$ cat src/rtl/btn_pkg.sv
// Shared debounce constants and width helpers.
// Used by the debouncer and the stopwatch top so that both derive the same sample tick.
package btn_pkg;

    localparam int DEF_CLK_HZ     = 100_000_000;
    localparam int DEF_TICK_HZ    = 1_000;
    localparam int DEF_STABLE_CNT = 8;
    localparam int DEF_LONG_CNT   = 1_000;

    // Clocks per sample tick, never below 1 even for odd parameter choices.
    function automatic int calcTickDiv(input int clkHz, input int tickHz);
        int div;
        div = (tickHz > 0) ? clkHz / tickHz : 1;
        return (div < 1) ? 1 : div;
    endfunction

    // Bits needed to hold values 0..maxVal.
    function automatic int cntWidth(input int maxVal);
        int w;
        w = $clog2(maxVal + 1);
        return (w < 1) ? 1 : w;
    endfunction

    localparam int DEF_TICK_DIV = calcTickDiv(DEF_CLK_HZ, DEF_TICK_HZ);

endpackage

$ cat src/rtl/debounce_ch.sv
// One debounce channel: stable-sample counter, debounced level, edge pulses and long-press detect.
// Expects an already synchronized sample and a one-clock sample tick from the parent.
module debounce_ch
    import btn_pkg::*;
#(
    parameter int STABLE_CNT = DEF_STABLE_CNT,
    parameter int LONG_CNT   = DEF_LONG_CNT
) (
    input  logic clk,
    input  logic rst,
    input  logic i_tick,
    input  logic i_sample,
    output logic o_level,
    output logic o_rise,
    output logic o_fall,
    output logic o_long
);

    localparam int STABLE_W = cntWidth(STABLE_CNT - 1);
    localparam int LONG_W   = cntWidth(LONG_CNT);

    localparam logic [STABLE_W-1:0] STABLE_LAST = STABLE_W'(STABLE_CNT - 1);
    localparam logic [LONG_W-1:0]   LONG_MAX    = LONG_W'(LONG_CNT);
    localparam logic [LONG_W-1:0]   LONG_LAST   = LONG_W'(LONG_CNT - 1);

    logic [STABLE_W-1:0] r_stable;
    logic [LONG_W-1:0]   r_long;
    logic                r_level;
    logic                r_rise;
    logic                r_fall;
    logic                r_longPulse;

    logic w_differ;
    logic w_accept;
    logic w_longHit;

    // A release landing on the same tick as the long threshold counts as a release only.
    always_comb begin
        w_differ  = i_sample ^ r_level;
        w_accept  = i_tick & w_differ & (r_stable == STABLE_LAST);
        w_longHit = i_tick & r_level & ~w_accept & (r_long == LONG_LAST);
    end

    always_ff @(posedge clk) begin
        if (!rst) begin
            r_stable    <= '0;
            r_long      <= '0;
            r_level     <= 1'b0;
            r_rise      <= 1'b0;
            r_fall      <= 1'b0;
            r_longPulse <= 1'b0;
        end else begin
            r_rise      <= w_accept & ~r_level;
            r_fall      <= w_accept &  r_level;
            r_longPulse <= w_longHit;

            if (i_tick) begin
                if (!w_differ || w_accept) begin
                    r_stable <= '0;
                end else begin
                    r_stable <= r_stable + 1'b1;
                end
            end

            if (w_accept) begin
                r_level <= ~r_level;
            end

            if (!r_level || w_accept) begin
                r_long <= '0;
            end else if (i_tick && (r_long != LONG_MAX)) begin
                r_long <= r_long + 1'b1;
            end
        end
    end

    assign o_level = r_level;
    assign o_rise  = r_rise;
    assign o_fall  = r_fall;
    assign o_long  = r_longPulse;

endmodule

$ cat src/rtl/btn_debounce_multi.sv
// Multi-channel button debouncer: input synchronizers and a shared sample-tick prescaler
// feeding one debounce_ch per channel.
module btn_debounce_multi
    import btn_pkg::*;
#(
    parameter int N_CH       = 2,
    parameter int CLK_HZ     = DEF_CLK_HZ,
    parameter int TICK_HZ    = DEF_TICK_HZ,
    parameter int STABLE_CNT = DEF_STABLE_CNT,
    parameter int LONG_CNT   = DEF_LONG_CNT
) (
    input  logic            clk,
    input  logic            rst,
    input  logic [N_CH-1:0] i_btn,
    output logic [N_CH-1:0] o_level,
    output logic [N_CH-1:0] o_rise,
    output logic [N_CH-1:0] o_fall,
    output logic [N_CH-1:0] o_long,
    output logic            o_tick
);

    localparam int TICK_DIV = calcTickDiv(CLK_HZ, TICK_HZ);
    localparam int TICK_W   = cntWidth(TICK_DIV - 1);

    localparam logic [TICK_W-1:0] TICK_LAST = TICK_W'(TICK_DIV - 1);
    localparam logic [TICK_W-1:0] TICK_PRE  = TICK_W'((TICK_DIV >= 2) ? TICK_DIV - 2 : 0);

    logic [N_CH-1:0]   r_sync1;
    logic [N_CH-1:0]   r_sync2;
    logic [TICK_W-1:0] r_tickCnt;
    logic              r_tick;

    always_ff @(posedge clk) begin
        if (!rst) begin
            r_sync1 <= '0;
            r_sync2 <= '0;
        end else begin
            r_sync1 <= i_btn;
            r_sync2 <= r_sync1;
        end
    end

    // The strobe is registered one count early so it is high exactly while the count sits at TICK_DIV-1.
    always_ff @(posedge clk) begin
        if (!rst) begin
            r_tickCnt <= '0;
            r_tick    <= 1'b0;
        end else begin
            if (r_tickCnt == TICK_LAST) begin
                r_tickCnt <= '0;
            end else begin
                r_tickCnt <= r_tickCnt + 1'b1;
            end
            r_tick <= (TICK_DIV == 1) ? 1'b1 : (r_tickCnt == TICK_PRE);
        end
    end

    assign o_tick = r_tick;

    for (genvar g = 0; g < N_CH; g++) begin : g_ch
        debounce_ch #(
            .STABLE_CNT (STABLE_CNT),
            .LONG_CNT   (LONG_CNT)
        ) u_ch (
            .clk      (clk),
            .rst      (rst),
            .i_tick   (r_tick),
            .i_sample (r_sync2[g]),
            .o_level  (o_level[g]),
            .o_rise   (o_rise[g]),
            .o_fall   (o_fall[g]),
            .o_long   (o_long[g])
        );
    end

endmodule

$ cat config.mk
export PLATFORM = sky130hd
export DESIGN_NAME = btn_debounce_multi
export DESIGN_NICKNAME = d
export VERILOG_FILES = /design/src/rtl/btn_pkg.sv /design/src/rtl/debounce_ch.sv /design/src/rtl/btn_debounce_multi.sv
export SDC_FILE = /design/constraint.sdc
export NUM_CORES = 1
export LEC_CHECK = 0
export CORE_MARGIN = 2
export CORE_UTILIZATION = 59
export CTS_CLUSTER_DIAMETER = 100
export DETAILED_ROUTE_END_ITERATION = 12
export PLACE_DENSITY = 0.88
export SLEW_MARGIN = 10
export SYNTH_ARGS = -nofsm -noshare
export SYNTH_HDL_FRONTEND = slang
export SYNTH_SLANG_ARGS = --single-unit
$ cat constraint.sdc
create_clock -name clk -period 1.6 [get_ports clk]
set_input_delay 0.48 -clock clk [delete_from_list [all_inputs] [get_ports clk]]
set_output_delay 0.48 -clock clk [all_outputs]
set_load 0.005 [all_outputs]
==> impl_summary.md, run 1 <==
Drt
The count of unresolved DRC violations after routing is 0. The number of violations reported at the end of detailed-routing iteration 0 is 85. Summing over every cut layer, the via total after detailed routing is ~1,900. The routed design has between 4000 and 5000 µm of wire.

The vias per cell is between 5 and 6. Once detail routing completed, the nets flagged for antenna violations numbered 0. The total iterations of the first detailed-routing run is 4. The detail-routed net length per standard cell is between 10 and 15 µm.

Die
The initial utilization of the core area, before any placement, comes to 0.6223. 13 I/O pins were placed. The core outline area is 4058 µm². The die is 69.42 µm tall. The area enclosed by the die boundary is about 4800 µm². In this run the horizontal extent of the chip is a little under 70 µm. The number of cell rows is 23.

Cells and area
0 antenna diodes ended up in the layout. The layout cell share with drive strength beyond 1 is 0.2331. The share of the core filled with cells in the final layout is 0.7280. Compared with the post-synthesis result, the final layout area differs by 17.00%. The count of nets after finishing is roughly 310.

Global route
The first global-routing pass estimated approximately 7900 µm of wire. The global router's overall resource usage is 0.1976. The number of antenna violations at the first check in global routing is 0.

The via count of the first global-routing pass is 1,863. Entering global routing, the biggest net connects 18 pins. The total overflow left after global routing is 0.

Setup path
The worst endpoint data arrival time is 1.74 ns. The critical path in this run is classified as flop to flop. Data on the critical path is required at its endpoint by ~1.8 ns.

The cell at the slowest stage of the critical path is sky130_fd_sc_hd__or4_1. The nature of the critical path startpoint is a flop. Along the worst path, the maximum fanout reaches 4. The signal on the critical path passes through ha_1, nand2_1, or4_1, xor2_1, nor2_1. The type of destination of the critical path is a flop. The peak per-stage delay on the critical path is 0.53 ns.

STA
The worst slew margin relative to its limit is 0.7934. The shortest period the worst path allows is between 1.5 and 2 ns. The number of failing hold endpoints at the final stage is 0.

Timing would allow up to approximately 660 MHz. The share of the cycle needed by the critical path after routing is 0.9535. At the pin with the least slew margin, the transition time is approximately 0.31 ns. On the final layout, the worst clock skew is 0.005720 ns. The final max-slew violation count was 0. The setup slack of the critical path after layout is 0.07445 ns. Setup repair after global routing could not meet its margin everywhere. Setup violations remaining at the end of the flow were counted as 0.

Logic synthesis
The post-synthesis instance total is roughly 270. In this run, distinct cell masters in the synthesized netlist total 38. The fraction of synthesized cell area taken by the top area cell type is 0.4440. The synthesized area per cell is between 9 and 10 µm². Counting flops with a built-in enable in the synthesized netlist gives 0. In the synthesized netlist, the cells that appear most often are sky130_fd_sc_hd__dfxtp_1 (56), sky130_fd_sc_hd__nor2_1 (30), sky130_fd_sc_hd__xor2_1 (20). The combined area of all synthesized cells is roughly 2500 µm². The number of warning messages in the yosys log is 0. Of all flip-flops after synthesis, the portion carrying an async set or reset was 0.

Yosys instantiated no cell more often than sky130_fd_sc_hd__dfxtp_1. In the synthesized netlist the dominant register cell turns out to be sky130_fd_sc_hd__dfxtp_1. By area the synthesized netlist is led by sky130_fd_sc_hd__dfxtp_1 (44%), sky130_fd_sc_hd__xor2_1 (6.9%), sky130_fd_sc_hd__ha_1 (5.0%). Synthesis inferred 56 register bits. The sequential element share of the synthesized area is 0.4440. When the netlist entered floorplanning its net count stood at between 200 and 300.

The largest total area in the synthesized netlist belongs to sky130_fd_sc_hd__dfxtp_1.

Placement
The worst setup slack before clock tree synthesis is -0.06733 ns. The half-perimeter wire length after detailed placement is 3280 µm. Routability-driven placement finished with a final weighted congestion of around 0.84. Buffers placed on the I/O ports in this run total 12.

Flow run
The tool flagged a number of max-cap violations equal to 0.

Clocking
The clock tree buffer depth is 2. The clock network latency to the later pin of the worst-skew pair is around 0.31 ns. The clock input transition at the sequential cells of the worst setup and hold paths is approximately 0.10 ns. The count of hold buffers inserted by post-cts repair is 0. In this run the clock root is driven by a sky130_fd_sc_hd__clkbuf_8. The clock drives 56 sinks.

The TritonCTS clock tree is yes. In this run the number of H-tree levels came out at 2. The number of CTS-inserted buffers is 5.

Pwr
The overall power is 2276 µW. VDD sags by at most between 0.4 and 0.5 mV. The leakage power summed over all cells is between 0.001 and 0.0015 µW. In this run the power density over the cells is a little under 800 nW/µm².

Run status
The flow ran to the end, and the final reports show no timing, DRC or antenna violations.

Worst hold path
The class of the tightest hold or removal check is flop to flop.
==> worst max-delay path: cells and delay by family (launching register included) <==
| kind | cells | cell delay [ns] |
|---|---|---|
| AND/OR/NAND/NOR | 3 | 0.69 |
| flip-flops | 1 | 0.40 |
| XOR/XNOR | 1 | 0.15 |
| adder cells (fa/ha/maj) | 1 | 0.20 |
==> sequential cells by signal, indices dropped and copies added, names as in the netlist <==
register / flops
g_ch.u_ch.o_fall: 2
g_ch.u_ch.o_level: 2
g_ch.u_ch.o_long: 2
g_ch.u_ch.o_rise: 2
g_ch.u_ch.r_long: 20
g_ch.u_ch.r_stable: 6
o_tick: 1
r_sync1: 2
r_sync2: 2
r_tickCnt: 17
==> layer usage <==
layer,track usage,up-vias,wire [µm]
li1,-,958,-
met1,0.2436,892,1986
met2,0.3472,37,2272
met3,0.03488,7,168
met4,0.06536,0,58
met5,0,-,0
==> path summary, 6_finish.rpt <==
kind	cells past startpoint	to	slack (ns)	start
max reg2reg	5	g_ch[1].u_ch.r_long[8]	0.07	g_ch[1].u_ch.r_long[1]
max	5	g_ch[1].u_ch.r_long[8]	0.07	g_ch[1].u_ch.r_long[1]
min	1	r_sync2[0]	0.45	r_sync1[0]
min reg2reg	1	r_sync2[0]	0.45	r_sync1[0]
==> cells by family (layout without fill, tap and decap cells) <==
| group | Yosys count | count (layout) | share of synthesized area |
|---|---|---|---|
| simple gates | 122 | 122 | 0.2770 |
| xor+xnor | 32 | 32 | 0.1110 |
| mux | 4 | 4 | 0.01586 |
| compound gates | 15 | 15 | 0.04460 |
| fa+ha+maj | 10 | 10 | 0.04955 |
| flops | 56 | 56 | 0.4440 |
| buf+inv | 26 | 57 | 0.05798 |
==> placed cells by master (no fill, tap or decap), types with 7 or more instances in the layout <==
cell / n
sky130_fd_sc_hd__xor2_1: 20
sky130_fd_sc_hd__xnor2_1: 12
sky130_fd_sc_hd__dfxtp_1: 51
sky130_fd_sc_hd__ha_1: 9
sky130_fd_sc_hd__buf_4: 24
sky130_fd_sc_hd__nor2_2: 10
sky130_fd_sc_hd__inv_1: 7
sky130_fd_sc_hd__nand4_1: 13
sky130_fd_sc_hd__nand3_1: 9
sky130_fd_sc_hd__and4_1: 8
sky130_fd_sc_hd__nor2_1: 30
sky130_fd_sc_hd__nand2_1: 14
==> what timing repair did <==
action                                  4_1_cts  5_1_grt
pin swaps                                     1        0
setup buffers                                 2        0
endpoints found under the setup margin        8       12
resized for setup                            10       14
==> through the flow <==
stage	instances	cell area, µm²	hold slack, ns	TNS [ns]
4_1_cts	346	2909	0.4484	0
2_1_floorplan	265	2525	0.4119	0
5_1_grt	346	2954	0.4591	-0.05979
3_3_place_gp	336	2786	0.4163	-0.2776
3_5_place_dp	336	2786	0.4194	-0.5454
6_report	346	2954	0.4456	0
==> cell type report <==
cell class	instances	area, µm²
timing repair buffer	39	342.8
clock inverter	2	13.76
fill	275	1104
inverter	10	41.29
multi-input combinational	183	1281
clock buffer	6	82.58
sequential	56	1130
tap	50	62.56
==> power breakdown <==
part / leakage [µW] / internal, µW / switching (µW) / total, µW
logic: 0.000692 / 31.2 / 27.0 / 58.2
registers: 0.000455 / 1400 / 9.61 / 1410
clock network: 0.0000516 / 355 / 451 / 806
(Power assumes the default switching activity.)
==> run 2, diff against run 1 <==
--- a/config.mk
+++ b/config.mk
@@ -10,7 +10,10 @@
 export CTS_CLUSTER_DIAMETER = 100
 export DETAILED_ROUTE_END_ITERATION = 12
 export PLACE_DENSITY = 0.88
+export REMOVE_ABC_BUFFERS = 1
+export SKIP_CTS_REPAIR_TIMING = 1
 export SLEW_MARGIN = 10
 export SYNTH_ARGS = -nofsm -noshare
 export SYNTH_HDL_FRONTEND = slang
 export SYNTH_SLANG_ARGS = --single-unit
+export TNS_END_PERCENT = 100
==> impl_summary.md, run 2 (synthesis results as in run 1) <==
Flow run
The max-capacitance violation count is 0 (unchanged).

Cells and area
The count of nets after finishing is 312 (+0.97%). The largest registers in the layout are g_ch.u_ch.r_long: 20 flops, r_tickCnt: 17 flops, g_ch.u_ch.r_stable: 6 flops. The flip-flop count of the largest register, all copies and words added came to 20 (unchanged). The combined area of the multi-input logic cells is 1260 µm² (-1.7%). The layout cell share with drive strength beyond 1 is 0.2282 (-0.004920). The top register by number of flip-flops is g_ch.u_ch.r_long. In the layout the commonest cells are sky130_fd_sc_hd__dfxtp_1 (48), sky130_fd_sc_hd__nor2_1 (30), sky130_fd_sc_hd__buf_4 (28). From synthesis to final layout, the design area changed by 17.20%. The area used by sequential logic in the layout is 1134 µm² (+0.33%). The antenna diode instance count is 0 (unchanged). The number of fill cells is 278 (+1.1%). The most common cell after layout, fill and taps aside is sky130_fd_sc_hd__dfxtp_1.

Die
The number of cell rows is 23 (unchanged). The initial core utilization is 0.6223 (unchanged). The number of primary I/O pins came to 13 (unchanged). The floorplan die width is 69.42 µm (unchanged). The area enclosed by the die boundary is 4819 µm² (unchanged). The floorplan die height came to 69.42 µm (unchanged).

The core outline area came to 4058 µm² (unchanged).

Setup path
The maximum fanout along the worst path is 16 (+12). The number of cell instances on the worst register-to-register path is 5 (unchanged). The worst setup path is of the flop to flop kind.

The slowest stage of the critical path is the sky130_fd_sc_hd__dfxtp_1 cell. Walking the worst path, the cells encountered are nor4b_1, nand4_1, o21ai_4, buf_12, nor2_1. The sum of buffers and inverters on the critical path came to 1 (+1). The family with the most delay on the worst path is simple AND/OR/NAND/NOR gates.

STA classifies the critical path startpoint as a flop. The peak per-stage delay on the critical path is 0.34 ns (-0.19 ns). The internal reg-to-reg setup slack came to 0.07 ns (about the same). The origin of the critical flop-to-flop path is r_tickCnt[14]. The worst endpoint data arrival time was 1.73 ns (about the same).

In this run the critical register-to-register path is captured at r_tickCnt[5]. The timing startpoint of the critical path is r_tickCnt[14]. STA classifies the critical path endpoint as a flop. The worst endpoint required time is 1.80 ns (about the same).

Clocking
The root buffer selected by CTS is sky130_fd_sc_hd__clkbuf_8. The clock network latency to the later pin of the worst-skew pair came to 0.32 ns (about the same). The number of CTS-inserted buffers is 5 (unchanged). The level count of the clock H-tree is 2 (unchanged).

TritonCTS built the clock tree. The clock input transition at the sequential cells of the worst setup and hold paths was 0.10 ns (about the same). The clock sink count was 56 (unchanged).

The clock tree buffer depth is 2 (unchanged).

Drt
The vias per cell came to 5.534 (+1.1%). The total detailed-routing wirelength is 4839 µm (+7.9%). The total iterations of the first detailed-routing run is 4 (unchanged). The detail-routed net length per standard cell is 13.91 µm (+7.2%).

The remaining number of nets flagged by the antenna check after routing is 0 (unchanged). The total vias in the final route is 1,926 (+1.7%). The number of violations reported at the end of detailed-routing iteration 0 came to 133 (+56%).

The count of unresolved DRC violations after routing is 0 (unchanged).

Global route
The number of antenna violations at the first check in global routing is 0 (unchanged). The aggregate global routing overflow is 0 (unchanged). The largest net degree at the start of global routing came to 17 (-1). The busiest layer in global routing is met2. The routing usage on met2 is 0.3739 (+0.02671). The met3 track demand over resource was 0.05523 (+0.02035).

The met1 track utilization from global routing is 0.2507 (+0.007076). The via count of the first global-routing pass came to 1,964 (+5.4%). The global router's overall resource usage is 0.2146 (+0.01698). The wire length of the first global-routing pass came to 8424 µm (+6.2%).

STA
The slew at the pin closest to its max-slew limit is 0.4111 ns (+0.1040 ns). The setup slack of the critical path after layout is 0.07288 ns (-0.001572 ns). The worst slew margin relative to its limit is 0.7238 (-0.06952).

The final max-slew violation count is 0 (unchanged). The worst hold slack is 0.4566 ns (+0.01096 ns). The shortest period the worst path allows is 1.527 ns (+0.001572 ns). The upper clock frequency limit came to 654.8 MHz (-0.10%). The worst setup skew after layout was 0.01446 ns (+0.008742 ns). The number of failing hold endpoints at the final stage is 0 (unchanged). The share of the cycle needed by the critical path after routing is 0.9544 (+0.0009824). The number of setup violations in the final report was 0 (unchanged).

The summed negative setup slack over all endpoints is 0 ns (unchanged).

Worst hold path
The hold path depth is 1 (unchanged). The worst hold path begins at r_sync1[0]. For hold timing, the worst endpoint is r_sync2[0]. The class of the tightest hold or removal check is flop to flop.

Pwr
The power density over the cells came to 749.2 nW/µm² (-2.7%). The leakage power summed over all cells is 0.001282 µW (+7.0%). The highest ir drop seen on vdd is 0.7272 mV (+82%).

Placement
The total of buffers placed on input and output ports is 12 (unchanged). The worst setup slack before clock tree synthesis came to -0.1283 ns (-0.06101 ns). The placer's final routability congestion estimate is 0.8178 (-3.0%). The half-perimeter wire length after detailed placement was 3466 µm (+5.7%).

Run status
The run finished with clean final reports.
## run 2: changes by cell type in the layout (fill, tap and decap cells not counted), sizes merged
cell / previous run / this run
dlygate4sd2: 6 / 0
dlymetal6s2s: 3 / 9
buf: 27 / 30
clkbuf: 6 / 5
clkinv: 1 / 2
inv: 10 / 9
## run 2: metal layers
metal,part of all wire,vias up
li1,-,967
met1,0.43,910
met2,0.51,41
met3,0.045,8
met4,0.014,0
met5,0,-
## run 2: power breakdown
part / total (µW) / switching, µW / internal, µW / leakage [µW]
clock: 742 / 444 / 298 / 0.0000400
sequential: 1410 / 9.45 / 1400 / 0.000457
combinational: 64.3 / 28.6 / 35.7 / 0.000786
## run 2: final cells by class
class / instances / area share
Clock inverter: 2 / 0.004228
Sequential cell: 56 / 0.3831
Tap cell: 50 / 0.02114
Clock buffer: 5 / 0.02326
Multi-Input combinational cell: 183 / 0.4258
Timing Repair Buffer: 42 / 0.1298
Inverter: 10 / 0.01268
## run 2: worst max path at each step
stage	endpoint	slack, ns	depth (start not counted)
CTS	o_tick	-0.16	1
finish	r_tickCnt[5]	0.07	5
global placement	g_ch[0].u_ch.o_long	-0.09	3
detailed placement	r_tickCnt[7]	-0.13	4
global route	r_tickCnt[5]	-0.03	5
floorplan	g_ch[0].u_ch.o_long	0.10	6
## run 2: metrics by stage
stage	utilization	total power, µW	std cells	area (µm²)
2_1_floorplan	-	1471	249	2416
3_3_place_gp	0.6941	1500	340	2816
3_5_place_dp	0.6941	1502	340	2816
4_1_cts	0.7142	2220	347	2898
5_1_grt	0.7293	2277	348	2959
6_report	0.7293	2217	348	2959
==> run 3, diff against run 2 <==
--- a/config.mk
+++ b/config.mk
@@ -6,10 +6,11 @@
 export NUM_CORES = 1
 export LEC_CHECK = 0
 export CORE_MARGIN = 2
-export CORE_UTILIZATION = 59
+export CORE_UTILIZATION = 42
 export CTS_CLUSTER_DIAMETER = 100
 export DETAILED_ROUTE_END_ITERATION = 12
-export PLACE_DENSITY = 0.88
+export GPL_TIMING_DRIVEN = 0
+export PLACE_DENSITY = 0.68
 export REMOVE_ABC_BUFFERS = 1
 export SKIP_CTS_REPAIR_TIMING = 1
 export SLEW_MARGIN = 10
==> impl_summary.md, run 3 (synthesis results as in run 1) <==
Run status
The flow ran to the end, and the final reports show no timing, DRC or antenna violations.

Setup path
The worst endpoint required time was 1.80 ns (about the same). The number of cell instances on the worst register-to-register path was 6 (+1). The critical register-to-register path endpoint is g_ch[0].u_ch.r_long[8]. The cell that appears most often on the critical path is sky130_fd_sc_hd__buf_4. The family with the most delay on the worst path is simple AND/OR/NAND/NOR gates. In this run the critical register-to-register path is launched from o_tick. The maximum fanout along the worst path is 6 (-10). The peak per-stage delay on the critical path came to 0.52 ns (+0.18 ns). The number of gates on the worst path with buffers counted is 6 (+1). The slowest stage of the critical path is the sky130_fd_sc_hd__or4_4 cell.

The internal reg-to-reg setup slack is 0.05 ns (-0.03 ns). The nature of the critical path startpoint is a flop. Traced cell by cell, the critical path runs through buf_4, buf_4, nand2_1, or4_4, xnor2_1, nor2_1.

The type of destination of the critical path is a flop. The sum of buffers and inverters on the critical path is 2 (+1). The critical path in this run is classified as flop to flop. The worst endpoint data arrival time is 1.76 ns (+0.03 ns).

Cells and area
In the final layout, the registers with the most flip-flops are g_ch.u_ch.r_long: 20 flops, r_tickCnt: 17 flops, g_ch.u_ch.r_stable: 6 flops. More flip-flops sit in one register than any other, and that register is g_ch.u_ch.r_long. The count of nets after finishing is 291 (-6.7%). The layout cell share with drive strength beyond 1 is 0.1799 (-0.04833). The most common cell after layout, fill and taps aside is sky130_fd_sc_hd__dfxtp_1. The number of fill cells was 537 (+93%).

The top cell types in the final layout, fill and taps aside, are sky130_fd_sc_hd__dfxtp_1 (51), sky130_fd_sc_hd__nor2_1 (30), sky130_fd_sc_hd__xor2_1 (20). Compared with the post-synthesis result, the final layout area differs by 15.61%. The flip-flop count of the largest register, all copies and words added is 20 (unchanged). The antenna diode instance count is 0 (unchanged). The total non-filler cell area in the finished layout is 2919 µm² (-1.4%).

Worst hold path
The worst hold path terminates at r_sync2[1]. The min-delay analysis places its worst path in the category flop to flop. In this run the most critical hold path is launched from r_sync1[1]. The hold path depth was 1 (unchanged).

STA
The shortest period the worst path allows is 1.554 ns (+0.02699 ns). The worst setup skew after layout is 0.002886 ns (-0.01158 ns). The final max-slew violation count is 0 (unchanged). The worst hold slack came to 0.4455 ns (-0.01105 ns). The upper clock frequency limit is 643.5 MHz (-1.7%).

The slew at the pin closest to its max-slew limit is 0.7486 ns (+0.3375 ns). The number of setup violations in the final report is 0 (unchanged). The share of the cycle needed by the critical path after routing is 0.9713 (+0.01687). Setup repair after global routing could not meet its margin everywhere. The worst slew margin relative to its limit came to 0.5001 (-0.2237). The number of failing hold endpoints at the final stage is 0 (unchanged).

Drt
The vias per cell came to 5.065 (-8.5%). The total vias in the final route came to 1,788 (-7.2%). The total detailed-routing wirelength is 4136 µm (-15%). The count of unresolved DRC violations after routing is 0 (unchanged). The detail-routed net length per standard cell is 11.72 µm (-16%). The number of violations reported at the end of detailed-routing iteration 0 was 60 (-55%).

The remaining number of nets flagged by the antenna check after routing came to 0 (unchanged). The total iterations of the first detailed-routing run is 4 (unchanged).

Global route
The global router's overall resource usage is 0.1341 (-0.08045). The largest net degree at the start of global routing was 20 (+3). The via count of the first global-routing pass is 1,587 (-19%). The routing usage on met2 is 0.2197 (-0.1543).

The met1 track utilization from global routing is 0.1661 (-0.08459). The busiest layer in global routing is met2. The number of antenna violations at the first check in global routing is 0 (unchanged). The met3 track demand over resource is 0.03736 (-0.01787). The aggregate global routing overflow is 0 (unchanged). The wire length of the first global-routing pass is 6948 µm (-18%).

Clocking
TritonCTS built the clock tree. The clock tree buffer depth is 2 (unchanged). The clock sink count is 56 (unchanged). The clock network latency to the later pin of the worst-skew pair is 0.30 ns (-0.02 ns). The clock input transition at the sequential cells of the worst setup and hold paths was 0.09 ns (about the same). The number of CTS-inserted buffers is 5 (unchanged).

The level count of the clock H-tree is 2 (unchanged). The root buffer selected by CTS is sky130_fd_sc_hd__clkbuf_8.

Die
The number of primary I/O pins is 13 (unchanged). The floorplan die width is 81.54 µm (+17%). The core outline area is 5851 µm² (+44%).

The floorplan die height is 81.54 µm (+17%). The area enclosed by the die boundary is 6648 µm² (+38%). The initial core utilization came to 0.4316 (-0.1907). The number of cell rows came to 28 (+22%).

Placement
The placed standard-cell area came to 2630 µm² (-6.6%). The placer's final routability congestion estimate came to 0.7903 (-3.4%). The half-perimeter wire length after detailed placement was 2804 µm (-19%). The total of buffers placed on input and output ports is 12 (unchanged).

Pwr
The leakage power summed over all cells is 0.001196 µW (-6.7%). The power density over the cells was 769.7 nW/µm² (+2.7%). The highest ir drop seen on vdd is 0.4839 mV (-33%).

Flow run
The max-capacitance violation count was 0 (unchanged).
-- run 3: power by group --
| group | switching (µW) | internal (µW) | total (µW) |
|---|---|---|---|
| Clock | 429 | 354 | 783 |
| Combinational | 26.2 | 27.3 | 53.6 |
| Sequential | 11.2 | 1400 | 1410 |
-- run 3: layout make-up --
class / instances / area (µm²) / area share
multi-input cells: 183 / 1325 / 0.4539
flip-flops and latches: 56 / 1135 / 0.3888
repair buffers: 21 / 237.7 / 0.08144
well taps: 75 / 93.84 / 0.03215
clock buffers: 8 / 90.09 / 0.03086
inverters: 10 / 37.54 / 0.01286
-- run 3: through the flow --
stage	instances	setup TNS, ns	utilization	power [µW]	setup WS, ns
after CTS	344	-8.522	0.4649	2271	-0.4440
after floorplan	249	0	-	1471	0.1048
after detailed placement	336	-20.73	0.4495	1491	-0.7614
after global placement	336	-18.68	0.4495	1490	-0.7485
final	353	0	0.4989	2247	0.04589
after global routing	353	-0.08350	0.4989	2335	-0.04287
-- run 3: how the worst max path moves through the flow --
| stage | from | to | slack, ns |
|---|---|---|---|
| floorplan | g_ch[0].u_ch.r_stable[0] | g_ch[0].u_ch.o_long | 0.10 |
| global placement | rst | g_ch[0].u_ch.o_long | -0.75 |
| detailed placement | rst | g_ch[0].u_ch.o_long | -0.76 |
| CTS | rst | g_ch[0].u_ch.o_long | -0.44 |
| global route | g_ch[0].u_ch.r_stable[0] | g_ch[0].u_ch.o_long | -0.04 |
| finish | o_tick | g_ch[0].u_ch.r_long[8] | 0.05 |
-- run 3: per-layer routing --
layer  wire (µm)  part of all wire
met1        2023              0.49
met2        1946              0.47
met3         111             0.027
met4          55             0.013
met5           0                 0
-- run 3: worst register-to-register path, cell delays in order, from the launching register on --
cell                      delay, ns
sky130_fd_sc_hd__dfxtp_4       0.36
sky130_fd_sc_hd__buf_4         0.14
sky130_fd_sc_hd__buf_4         0.15
sky130_fd_sc_hd__nand2_1       0.09
sky130_fd_sc_hd__or4_4         0.52
sky130_fd_sc_hd__xnor2_1       0.14
sky130_fd_sc_hd__nor2_1        0.05
